===== config.mk =====
export PLATFORM = sky130hd
export DESIGN_NAME = control_sequencer_flat
export DESIGN_NICKNAME = d
export VERILOG_FILES = /design/src/rtl/control_sequencer_if.sv /design/src/rtl/control_sequencer.sv /design/src/flat_wrapper.sv
export SDC_FILE = /design/constraint.sdc
export NUM_CORES = 1
export LEC_CHECK = 0
export CAP_MARGIN = 20
export CORE_MARGIN = 2
export CORE_UTILIZATION = 41
export CTS_CLUSTER_DIAMETER = 200
export DETAILED_ROUTE_END_ITERATION = 7
export GPL_ROUTABILITY_DRIVEN = 0
export GPL_TIMING_DRIVEN = 0
export HOLD_SLACK_MARGIN = 0.15
export PLACE_DENSITY = 0.76
export SLEW_MARGIN = 30
export SYNTH_ARGS = -nofsm -noshare
export SYNTH_HDL_FRONTEND = slang
export SYNTH_SLANG_ARGS = --single-unit

===== constraint.sdc =====
create_clock -name clock -period 1.7 [get_ports clock]
set_clock_uncertainty 0.05 [all_clocks]
set_input_delay 0.17 -clock clock [delete_from_list [all_inputs] [get_ports clock]]
set_output_delay 0.17 -clock clock [all_outputs]
set_load 0.1 [all_outputs]

===== src/rtl/control_sequencer_if.sv =====
// Instruction handshake bundle between an instruction source and control_sequencer.
//   instr        16-bit word {op[15:12], dst[11:10], src[9:8], imm[7:0]}
//   instr_valid  source holds a valid word (must stay stable until accepted)
//   instr_ready  sequencer accepts the word this cycle
// master: instruction source, slave: sequencer.
interface control_sequencer_if;
  logic [15:0] instr;
  logic        instr_valid;
  logic        instr_ready;

  modport master (output instr, output instr_valid, input instr_ready);
  modport slave  (input instr, input instr_valid, output instr_ready);
endinterface


===== src/rtl/control_sequencer.sv =====
// control_sequencer: decodes 16-bit instruction words into timed DP control
// strobes with a registered IDLE/E1/E2 state machine.
// Ports:
//   clock, clear_n       clock (rising edge) and async active-low reset
//   in_if (slave)        instr / instr_valid / instr_ready handshake
//   RZout, RAout, RBout  drive Z/A/B onto the DP bus (at most one high)
//   RAin, RBin, RZin     latch the bus (or immediate) into A/B/Z
//   AddImmediate         adder addend, nonzero only with the ADDI E1 RZin
//   RegisterAImmediate   A load value, nonzero only with the LDI RAin
//   done                 pulse in the final exec cycle of every accepted word
//   illegal              pulse in the exec cycle of a dropped illegal word
//   instr_count          retired-word counter, present only when SEQ_PERF_EN is defined
// Optional feature macro: SEQ_PERF_EN
//
// state | meaning
// IDLE  | no word executing, ready for a new one
// E1    | first exec cycle (only cycle for NOP/LDI/MV/illegal)
// E2    | second exec cycle of ADDI (Z onto bus, write destination)
module control_sequencer #(
  parameter int IMM_W = 8,
  parameter int CNT_W = 16
) (
  input  logic               clock,
  input  logic               clear_n,
  control_sequencer_if.slave in_if,
  output logic               RZout,
  output logic               RAout,
  output logic               RBout,
  output logic               RAin,
  output logic               RBin,
  output logic               RZin,
  output logic [IMM_W-1:0]   AddImmediate,
  output logic [IMM_W-1:0]   RegisterAImmediate,
  output logic               done,
  output logic               illegal
`ifdef SEQ_PERF_EN
  ,
  output logic [CNT_W-1:0]   instr_count
`endif
);

  typedef enum logic [1:0] {IDLE, E1, E2} state_t;

  typedef struct packed {
    logic rz_out;
    logic ra_out;
    logic rb_out;
    logic ra_in;
    logic rb_in;
    logic rz_in;
  } strobe_t;

  localparam logic [3:0] OP_NOP  = 4'd0;
  localparam logic [3:0] OP_LDI  = 4'd1;
  localparam logic [3:0] OP_MV   = 4'd2;
  localparam logic [3:0] OP_ADDI = 4'd3;

  state_t           state_q, state_d;
  logic             addi_q, addi_d;
  logic [1:0]       dst_q, dst_d;
  strobe_t          strb_q, strb_d;
  logic [IMM_W-1:0] add_imm_q, add_imm_d;
  logic [IMM_W-1:0] ra_imm_q, ra_imm_d;
  logic             done_q, done_d;
  logic             illegal_q, illegal_d;

  logic [3:0]       op;
  logic [1:0]       dst, src;
  logic [IMM_W-1:0] imm;
  logic             legal;
  logic             last_cycle;
  logic             accept;

  function automatic strobe_t out_sel(input logic [1:0] code);
    strobe_t s;
    s = '0;
    case (code)
      2'd0:    s.ra_out = 1'b1;
      2'd1:    s.rb_out = 1'b1;
      2'd2:    s.rz_out = 1'b1;
      default: s = '0;
    endcase
    return s;
  endfunction

  function automatic strobe_t in_sel(input logic [1:0] code);
    strobe_t s;
    s = '0;
    case (code)
      2'd0:    s.ra_in = 1'b1;
      2'd1:    s.rb_in = 1'b1;
      2'd2:    s.rz_in = 1'b1;
      default: s = '0;
    endcase
    return s;
  endfunction

  assign op  = in_if.instr[15:12];
  assign dst = in_if.instr[11:10];
  assign src = in_if.instr[9:8];
  assign imm = in_if.instr[IMM_W-1:0];

  // Register code 3 is only illegal in fields the opcode actually uses.
  always_comb begin
    legal = 1'b0;
    case (op)
      OP_NOP, OP_LDI:  legal = 1'b1;
      OP_MV, OP_ADDI:  legal = (dst != 2'd3) && (src != 2'd3);
      default:         legal = 1'b0;
    endcase
  end

  assign last_cycle         = ((state_q == E1) && !addi_q) || (state_q == E2);
  assign in_if.instr_ready  = (state_q == IDLE) || last_cycle;
  assign accept             = in_if.instr_valid && in_if.instr_ready;

  always_ff @(posedge clock or negedge clear_n) begin
    if (!clear_n) begin
      state_q   <= IDLE;
      addi_q    <= 1'b0;
      dst_q     <= '0;
      strb_q    <= '0;
      add_imm_q <= '0;
      ra_imm_q  <= '0;
      done_q    <= 1'b0;
      illegal_q <= 1'b0;
    end else begin
      state_q   <= state_d;
      addi_q    <= addi_d;
      dst_q     <= dst_d;
      strb_q    <= strb_d;
      add_imm_q <= add_imm_d;
      ra_imm_q  <= ra_imm_d;
      done_q    <= done_d;
      illegal_q <= illegal_d;
    end
  end

  always_comb begin
    state_d = IDLE;
    addi_d  = addi_q;
    dst_d   = dst_q;
    if (accept) begin
      state_d = E1;
      addi_d  = legal && (op == OP_ADDI);
      dst_d   = dst;
    end else if ((state_q == E1) && addi_q) begin
      state_d = E2;
    end
  end

  // Outputs are computed one cycle ahead and registered, so strobes for an
  // accepted word appear in the cycle after acceptance.
  always_comb begin
    strb_d    = '0;
    add_imm_d = '0;
    ra_imm_d  = '0;
    done_d    = 1'b0;
    illegal_d = 1'b0;
    if (accept) begin
      if (!legal) begin
        illegal_d = 1'b1;
        done_d    = 1'b1;
      end else begin
        case (op)
          OP_LDI: begin
            strb_d.ra_in = 1'b1;
            ra_imm_d     = imm;
            done_d       = 1'b1;
          end
          OP_MV: begin
            strb_d = out_sel(src) | in_sel(dst);
            done_d = 1'b1;
          end
          OP_ADDI: begin
            strb_d       = out_sel(src);
            strb_d.rz_in = 1'b1;
            add_imm_d    = imm;
          end
          default: done_d = 1'b1;
        endcase
      end
    end else if ((state_q == E1) && addi_q) begin
      strb_d        = in_sel(dst_q);
      strb_d.rz_out = 1'b1;
      done_d        = 1'b1;
    end
  end

  assign RZout              = strb_q.rz_out;
  assign RAout              = strb_q.ra_out;
  assign RBout              = strb_q.rb_out;
  assign RAin               = strb_q.ra_in;
  assign RBin               = strb_q.rb_in;
  assign RZin               = strb_q.rz_in;
  assign AddImmediate       = add_imm_q;
  assign RegisterAImmediate = ra_imm_q;
  assign done               = done_q;
  assign illegal            = illegal_q;

`ifdef SEQ_PERF_EN
  logic [CNT_W-1:0] count_q, count_d;

  // Counts in the cycle after the done pulse; wraps naturally.
  always_comb begin
    count_d = count_q + (done_q ? CNT_W'(1) : CNT_W'(0));
  end

  always_ff @(posedge clock or negedge clear_n) begin
    if (!clear_n) count_q <= '0;
    else          count_q <= count_d;
  end

  assign instr_count = count_q;
`endif

endmodule

===== src/flat_wrapper.sv =====
// flat-port wrapper written by rule: the top's interface ports become plain ports
module control_sequencer_flat 
#(
  parameter int IMM_W = 8,
  parameter int CNT_W = 16
)
  (clock, clear_n, RZout, RAout, RBout, RAin, RBin, RZin, AddImmediate, RegisterAImmediate, done, illegal, in_if_instr, in_if_instr_valid, in_if_instr_ready);
  control_sequencer_if in_if_i ();
  input  logic clock;
  input  logic clear_n;
  output logic RZout;
  output logic RAout;
  output logic RBout;
  output logic RAin;
  output logic RBin;
  output logic RZin;
  output logic [IMM_W-1:0] AddImmediate;
  output logic [IMM_W-1:0] RegisterAImmediate;
  output logic done;
  output logic illegal;
  input wire logic [$bits(in_if_i.instr)-1:0] in_if_instr;
  input wire logic [$bits(in_if_i.instr_valid)-1:0] in_if_instr_valid;
  output wire logic [$bits(in_if_i.instr_ready)-1:0] in_if_instr_ready;
  assign in_if_i.instr = in_if_instr;
  assign in_if_i.instr_valid = in_if_instr_valid;
  assign in_if_instr_ready = in_if_i.instr_ready;
  control_sequencer #(.IMM_W(IMM_W), .CNT_W(CNT_W)) u_core (.clock(clock), .clear_n(clear_n), .in_if(in_if_i), .RZout(RZout), .RAout(RAout), .RBout(RBout), .RAin(RAin), .RBin(RBin), .RZin(RZin), .AddImmediate(AddImmediate), .RegisterAImmediate(RegisterAImmediate), .done(done), .illegal(illegal));
endmodule

==> results.yml, run 1 <==
synth:
  synth_most_common_cell: "dfrtp_1"
  yosys.area.top_type_share: 0.672
  ys_seq_elements: 29
  syn_area_um2: 1080
  synth_simple_gate_area_frac: 0.203
  syn_avg_cell_area_um2: 12.6
  synthCells: 86
  synth_top_family_by_area: "simple AND/OR/NAND/NOR gates"
  netlist_top_cells_count: "29 x dfrtp_1, 9 x and3_1, 8 x and2_1, 5 x inv_1, 4 x nor2_1"
  synth_mux_area_frac: 0
  synthArstFlopShare: 1.00
  synth-xor-area-share: 0
  ys_seq_area_frac: 0.672
  synth_cell_types: 29
  synth_nets: 105
  synthAdderAreaFrac: 0
  synth_warnings: 0
  synth_compound_area_frac: 0.0881
  synth-edff-count: 0
  synth_flop_cell: "dfrtp_1"
  synth_top_area_cell: "dfrtp_1"
  synth.top_cells.by_area: "dfrtp_1 67%, and3_1 5.2%, and2_1 4.6%"
sta:
  worst_slew_pin_slew_ps: 597
  maxSlewViolCount: 0
  setup_ws_ps: 140
  max_freq_mhz: 641
  period_needed_ps: 1560
  hold_viol: 0
  final.period_utilization: 0.918
  setup_viol: 0
  rsz0062_at_grt: "no"
  max_slew_margin: 0.602
  fin_setup_tns_ps: 0
critical_path:
  crit_start: "u_core.addi_q"
  crit_path_top_delay_cell: "dfrtp_1"
  timing.rr.end: "u_core.AddImmediate[1]"
  critPathLaunchType: "register"
  crit_chain: "o21a_1, inv_2, buf_4"
  cp_num_cells: 3
  r2r-start: "u_core.addi_q"
  path_max_fanout: 4
  rrSetupSlack_ps: 240
  critPathCapture: "in_if_instr_ready"
  crit_arrival_ps: 1340
  end_kind: "output port"
  critPathKind: "register to output port"
  path_delay_family: "flip-flops"
  max_stage_delay_ps: 400
  reg2regPathDepth: 6
  path_buf_inv: 2
  required_ps: 1480
pwr:
  switching_share: 0.259
  seqPwrFrac: 0.523
  leakagePower_nw: 0.797
  ir_drop_mv: 0.640
  power_switching_uw: 353
  p_comb_frac: 0.141
  pwr-share-clk: 0.336
  finalPower_mw: 1.36
  p_int_mw: 1.01
  p_per_area_nw_per_um2: 865
route:
  avgRoutedWirePerCell_um: 12.9
  viasPerCell: 4.95
  wl_mm: 2.17
  drtPass1Iterations: 4
  drt-initial-drc-count: 20
  antenna_left: 0
  vias: 831
  drc: 0
finish:
  drive_above_1_share: 0.297
  final_core_util: 0.636
  area_delta_synth_final_pct: 45.9
  antennaDiodeCount: 0
  nets: 156
  final_cell_area_um2: 1580
floorplanning:
  row_count: 18
  coreArea_um2: 2480
  num_io_pins: 44
  initial_core_util: 0.436
  die_h_um: 55.3
  dieArea_um2: 3060
  fp.dieW_um: 55.3
global_route:
  grt_pass1_vias: 835
  grt_pass1_wl_mm: 3.63
  grt_use_met3: 0.0749
  met2_usage: 0.274
  use_met1: 0.172
  overflow: 0
  antenna_found_initial: 0
  grt_usage: 0.156
  grt.busiest_layer: "met2"
  grt_max_degree: 30
status:
  status: "finished clean"
placement:
  place_area_um2: 1540
  pre_cts_slack_ps: -368
  dp_hpwl_mm: 1.66
  port_buffers: 43
clocking:
  cts_buffers: 5
  cts_buffer_depth: 2
  post_cts_buffers: 0
  htree_levels: 2
  insertion_delay_ps: 320
  clockRootBuffer: "clkbuf_4"
  clkTransAtPathRegs_ps: 90
  clkSinkCount: 29
  tritoncts: "done"
job:
  cap_violations: 0
hold_path:
  holdCritPathClass: "primary input to async pin"
==> logic make-up (layout without fill, tap and decap cells) <==
group | after synthesis | in the layout
compound gates | 14 | 14
buf+inv | 10 | 62
simple gates | 33 | 33
flops | 29 | 29
==> timing repair <==
action	4_1_cts	5_1_grt
hold buffers	1	0
gates resized for setup	66	12
endpoints found under the hold margin	29	0
endpoints found under the setup margin	25	12
==> flip-flops by register name, indices dropped and copies added, names as in the netlist, 2 cells and up <==
name	cells
u_core.AddImmediate	8
u_core.RegisterAImmediate	8
u_core.dst_q	2
u_core.state_q	2
==> cell type report <==
| cell class | instances | area [µm²] |
|---|---|---|
| buffer | 2 | 10.0 |
| clock buffer | 7 | 65.1 |
| clock inverter | 1 | 5.00 |
| fill | 202 | 902 |
| inverter | 8 | 30.0 |
| multi-input combinational | 47 | 314 |
| sequential | 29 | 726 |
| tap | 30 | 37.5 |
| timing repair buffer | 44 | 388 |
==> layout by cell type (no fill, tap or decap), types with 2 or more instances in the layout <==
cell	Yosys	final
o21ai_0	2	2
inv_2	2	2
nor2_1	4	4
o21ai_1	3	3
and2_1	8	8
o21a_1	2	2
clkbuf_4	0	5
dfrtp_1	29	29
clkdlybuf4s50_1	0	17
nor3_1	2	2
and3_1	9	9
buf_2	2	3
inv_1	5	5
clkbuf_8	0	2
clkdlybuf4s15_2	0	12
clkbuf_2	0	12
==> power by group through the flow <==
| stage | combinational [mW] | sequential, mW | clock (mW) |
|---|---|---|---|
| finish | 0.192 | 0.713 | 0.458 |
| global route | 0.206 | 0.715 | 0.509 |
| CTS | 0.194 | 0.713 | 0.471 |
| detailed placement | 0.195 | 0.727 | 0 |
| global placement | 0.193 | 0.727 | 0 |
| floorplan | 0.0398 | 0.790 | 0 |
==> per-layer routing <==
metal  part of all wire  vias to the layer above  wire [µm]
li1                   -                      397          -
met1               0.42                      391        921
met2               0.49                       40       1060
met3              0.081                        3        176
met4             0.0087                        0         19
met5                  0                        -          0
==> worst min path at each step <==
stage,startpoint,end,depth (start not counted)
2_1_floorplan,clear_n,u_core.AddImmediate[0],0
3_3_place_gp,u_core.addi_q,u_core.addi_q,1
3_5_place_dp,clear_n,u_core.RegisterAImmediate[1],1
4_1_cts,clear_n,u_core.RegisterAImmediate[1],2
5_1_grt,in_if_instr[7],u_core.RegisterAImmediate[7],2
6_report,clear_n,u_core.RegisterAImmediate[1],2
==> through the flow <==
| stage | cells | hold WS (ps) |
|---|---|---|
| final | 168 | 336 |
| after global routing | 168 | 361 |
| after CTS | 168 | 353 |
| after detailed placement | 159 | 161 |
| after global placement | 159 | 453 |
| after floorplan | 86 | -176 |
No activity file was read; power rests on OpenSTA's default activity.
==> inputs of run 2 (changes only) <==
- CORE_UTILIZATION: 41 -> 45
- CTS_CLUSTER_SIZE: unset -> 20
- PLACE_DENSITY: 0.76 -> 0.82
- RECOVER_POWER: unset -> 50
- clock period: 1.7 -> 1.8 ns (I/O delays scaled with it)
==> run 2 against run 1 <==
Against the previous run:
- utilization up 6.2 points
- power down 12%
- critical path depth down 2
- combinational power down 8%
- count of clock-buffer cells in the layout up 1
- flip-flop and latch count unchanged
- sequential power down 5.6%
- hold slack better by 40 ps
- wire length down 0.64%
==> results.yml, run 2 (same netlist as run 1, synthesis figures left out) <==
critical_path:
  path_delay_family: "buffers and inverters"
  crit_path_top_delay_cell: "dlygate4sd2_1"
  critPathKind: "register to output port"
  crit_chain: "dlygate4sd2_1"
  path_max_fanout: 1
  reg2regPathDepth: 6
  crit_arrival_ps: 1510
  path_buf_inv: 1
  timing.rr.end: "u_core.AddImmediate[5]"
  critPathLaunchType: "register"
  rrSetupSlack_ps: 160
  r2r-start: "u_core.addi_q"
  required_ps: 1570
  end_kind: "output port"
  max_stage_delay_ps: 850
sta:
  max_freq_mhz: 576
  setup_ws_ps: 63.2
  worst_slew_pin_slew_ps: 970
  max_slew_margin: 0.356
  period_needed_ps: 1740
  final.period_utilization: 0.965
  hold_viol: 0
  setup_viol: 0
  fin_setup_tns_ps: 0
  maxSlewViolCount: 0
  rsz0062_at_grt: "no"
  hold_slack_ps: 376
route:
  drt-initial-drc-count: 15
  vias: 843
  avgRoutedWirePerCell_um: 13.0
  wl_mm: 2.16
  antenna_left: 0
  viasPerCell: 5.08
  drc: 0
  drtPass1Iterations: 4
job:
  cap_violations: 0
floorplanning:
  dieArea_um2: 2810
  row_count: 17
  num_io_pins: 44
  die_h_um: 53.0
  coreArea_um2: 2230
  initial_core_util: 0.483
  fp.dieW_um: 53.0
clocking:
  clkTransAtPathRegs_ps: 80
  post_cts_buffers: 0
  clockRootBuffer: "clkbuf_4"
  cts_buffer_depth: 2
  htree_levels: 2
  insertion_delay_ps: 310
  tritoncts: "done"
  clkSinkCount: 29
  cts_buffers: 5
finish:
  layout_common_cells: "29 x dfrtp_1, 23 x dlygate4sd2_1, 16 x clkdlybuf4s50_1, 9 x and3_1, 8 x and2_1"
  antennaDiodeCount: 0
  final_cell_area_um2: 1560
  nets: 156
  drive_above_1_share: 0.0725
  final_core_util: 0.697
  final_common_cell: "dfrtp_1"
  area_delta_synth_final_pct: 44.3
  fillers: 189
  fin_cells: 166
pwr:
  ir_drop_mv: 0.680
  finalPower_mw: 1.20
  p_per_area_nw_per_um2: 772
  leakagePower_nw: 0.859
placement:
  place_area_um2: 1540
  port_buffers: 43
  placed_cells: 157
  dp_hpwl_mm: 1.62
  pre_cts_slack_ps: -271
global_route:
  overflow: 0
  grt_pass1_wl_mm: 3.60
  grt_max_degree: 30
  antenna_found_initial: 0
  grt_usage: 0.186
  grt_pass1_vias: 828
status:
  status: "finished clean"
hold_path:
  holdCritPathClass: "primary input to async pin"
-- run 2: cell types whose count changed in the layout (fill, tap and decap cells not counted), moves of 2 or more --
cell,delta
clkbuf_2,-11
dlygate4sd2_1,+23
clkdlybuf4s15_2,-12
buf_2,-2
clkbuf_8,-2
clkbuf_1,+5
-- run 2: report_power, final --
| group | leakage, nW | internal, mW | switching, mW |
|---|---|---|---|
| clock network | 0.0265 | 0.155 | 0.198 |
| registers | 0.394 | 0.666 | 0.00732 |
| logic | 0.438 | 0.0579 | 0.118 |
| total | 0.859 | 0.879 | 0.324 |
-- run 2: final cells by class --
type,count,area [µm²],share of cell area
Tap cell,28,35.0,0.0225
Sequential cell,29,726,0.466
Clock buffer,8,48.8,0.0313
Multi-Input combinational cell,47,309,0.198
Inverter,8,30.0,0.0193
Timing Repair Buffer,44,402,0.258
Buffer,2,7.51,0.00482
-- run 2: layer usage --
| metal | routed length, µm | vias up | track usage |
|---|---|---|---|
| li1 | - | 399 | - |
| met1 | 785 | 405 | 0.197 |
| met2 | 1170 | 31 | 0.321 |
| met3 | 154 | 8 | 0.0706 |
| met4 | 46 | 0 | 0.0940 |
| met5 | 0 | - | 0 |
-- run 2: what timing repair did --
action	CTS	global route
pin swaps	0	0
gates cloned	0	0
endpoints found under the hold margin	29	0
endpoints found under the setup margin	25	1
gates resized for setup	29	1
hold buffers	1	0
-- run 2: how the worst max path moves through the flow --
stage                           startpoint                     end  cells past startpoint
CTS                            u_core.done                    done                      1
floorplan                    u_core.addi_q  u_core.AddImmediate[0]                      6
global route        u_core.AddImmediate[7]         AddImmediate[7]                      1
global placement             u_core.addi_q       in_if_instr_ready                      3
detailed placement           u_core.addi_q       in_if_instr_ready                      3
finish              u_core.AddImmediate[7]         AddImmediate[7]                      1
==> inputs of run 3 (changes only) <==
- PLACE_DENSITY: 0.82 -> 0.94
==> run 3 against run 2 <==
Against the previous run:
- register-to-register slack worse by 40 ps
- non-clock buffer count is the same
- cell count shrank 0.60%
- flip-flop and latch count unchanged
- critical path type unchanged
- largest cell class unchanged
==> results.yml, run 3 (same netlist as run 1, synthesis figures left out) <==
status:
  status: "finished clean"
clocking:
  tritoncts: "done"
  insertion_delay_ps: 320
  clockRootBuffer: "clkbuf_4"
  cts_buffer_depth: 2
  clkSinkCount: 29
  htree_levels: 2
  clkTransAtPathRegs_ps: 80
  cts_buffers: 5
  post_cts_buffers: 0
floorplanning:
  initial_core_util: 0.483
  dieArea_um2: 2810
  coreArea_um2: 2230
  row_count: 17
  fp.dieW_um: 53.0
  die_h_um: 53.0
  num_io_pins: 44
critical_path:
  end_kind: "output port"
  path_buf_inv: 1
  critPathLaunchType: "register"
  max_stage_delay_ps: 860
  reg2regPathDepth: 6
  crit_path_top_delay_cell: "dlygate4sd2_1"
  path_max_fanout: 1
  required_ps: 1570
  path_delay_family: "buffers and inverters"
  crit_chain: "dlygate4sd2_1"
  critPathKind: "register to output port"
  cp_num_cells: 1
  crit_arrival_ps: 1520
sta:
  maxSlewViolCount: 0
  setup_ws_ps: 49.3
  max_slew_margin: 0.352
  worst_slew_pin_slew_ps: 976
  rsz0062_at_grt: "no"
  period_needed_ps: 1750
  hold_slack_ps: 373
  setup_viol: 0
  hold_viol: 0
  final.period_utilization: 0.973
  max_freq_mhz: 571
global_route:
  grt_usage: 0.179
  grt_pass1_vias: 784
  overflow: 0
  grt_max_degree: 30
  grt_use_met3: 0.0734
  antenna_found_initial: 0
  grt_pass1_wl_mm: 3.37
  use_met1: 0.188
  grt.busiest_layer: "met2"
  met2_usage: 0.290
route:
  viasPerCell: 5.00
  wl_mm: 2.10
  drt-initial-drc-count: 18
  drc: 0
  antenna_left: 0
  avgRoutedWirePerCell_um: 12.7
  drtPass1Iterations: 4
  vias: 825
placement:
  pre_cts_slack_ps: -267
  dp_hpwl_mm: 1.55
  port_buffers: 43
pwr:
  pwr-share-clk: 0.308
  p_comb_frac: 0.144
  seqPwrFrac: 0.548
  p_int_uw: 908
  switching_share: 0.261
  leakagePower_nw: 0.869
  p_per_area_nw_per_um2: 784
  ir_drop_mv: 0.473
  power_switching_uw: 321
finish:
  drive_above_1_share: 0.0876
  antennaDiodeCount: 0
  nets: 156
  fillers: 171
  layout_common_cells: "29 x dfrtp_1, 24 x dlygate4sd2_1, 16 x clkdlybuf4s50_1, 9 x and3_1, 8 x and2_1"
  final_common_cell: "dfrtp_1"
  area_delta_synth_final_pct: 45.2
hold_path:
  holdCritPathClass: "primary input to async pin"
job:
  cap_violations: 0
[run 3: changes by cell type in the layout (fill, tap and decap cells not counted), sizes merged]
cell	delta
clkdlybuf4s15	-1
dlygate4sd2	+1
clkbuf	-1
[run 3: cell type report]
| type | instances | area [µm²] | share of cell area |
|---|---|---|---|
| Buffer | 2 | 7.51 | 0.00479 |
| Tap cell | 28 | 35.0 | 0.0223 |
| Inverter | 8 | 30.0 | 0.0192 |
| Clock buffer | 7 | 55.1 | 0.0351 |
| Sequential cell | 29 | 726 | 0.463 |
| Multi-Input combinational cell | 47 | 314 | 0.200 |
| Timing Repair Buffer | 44 | 400 | 0.255 |
[run 3: path summary, 6_finish.rpt]
check	start	to	slack, ps
max reg2reg	u_core.addi_q	u_core.AddImmediate[4]	120
min	clear_n	u_core.RegisterAImmediate[0]	370
min reg2reg	u_core.addi_q	u_core.addi_q	490
max in group asynchronous	clear_n	u_core.RegisterAImmediate[3]	890
max	u_core.RZin	RZin	50
min in group clock	in_if_instr[6]	u_core.RegisterAImmediate[6]	390
[run 3: repair_timing]
| item | CTS | global route |
|---|---|---|
| hold endpoints to repair | 29 | 0 |
| resized for setup | 29 | 0 |
| setup endpoints to repair | 25 | 0 |
| hold buffers | 1 | 0 |
[run 3: stage by stage]
step	TNS, ps	util	instances	power (mW)	instance area (µm²)
after floorplan	0	-	86	0.784	1080
after global placement	-258	0.692	157	0.867	1550
after detailed placement	-267	0.690	157	0.871	1540
after CTS	0	0.703	165	1.24	1570
after global routing	0	0.702	165	1.29	1570
final	0	0.702	165	1.23	1570
[run 3: power by group through the flow]
stage,combinational [mW],clock (mW),sequential [mW]
after floorplan,0.0376,0,0.746
after global placement,0.181,0,0.686
after detailed placement,0.184,0,0.686
after CTS,0.180,0.390,0.673
after global routing,0.189,0.427,0.675
final,0.177,0.378,0.674
[run 3: worst register-to-register path: stages (launching register included)]
cell and delay [ps]:
dfrtp_1 410, o21a_1 240, inv_2 100, nand2_1 140, inv_1 120, clkbuf_1 330, and3_1 220
[run 3: layer usage]
| layer | share of wire | vias up |
|---|---|---|
| met4 | 0.037 | 0 |
| met1 | 0.39 | 375 |
| met5 | 0 | - |
| li1 | - | 394 |
| met3 | 0.091 | 8 |
| met2 | 0.48 | 48 |
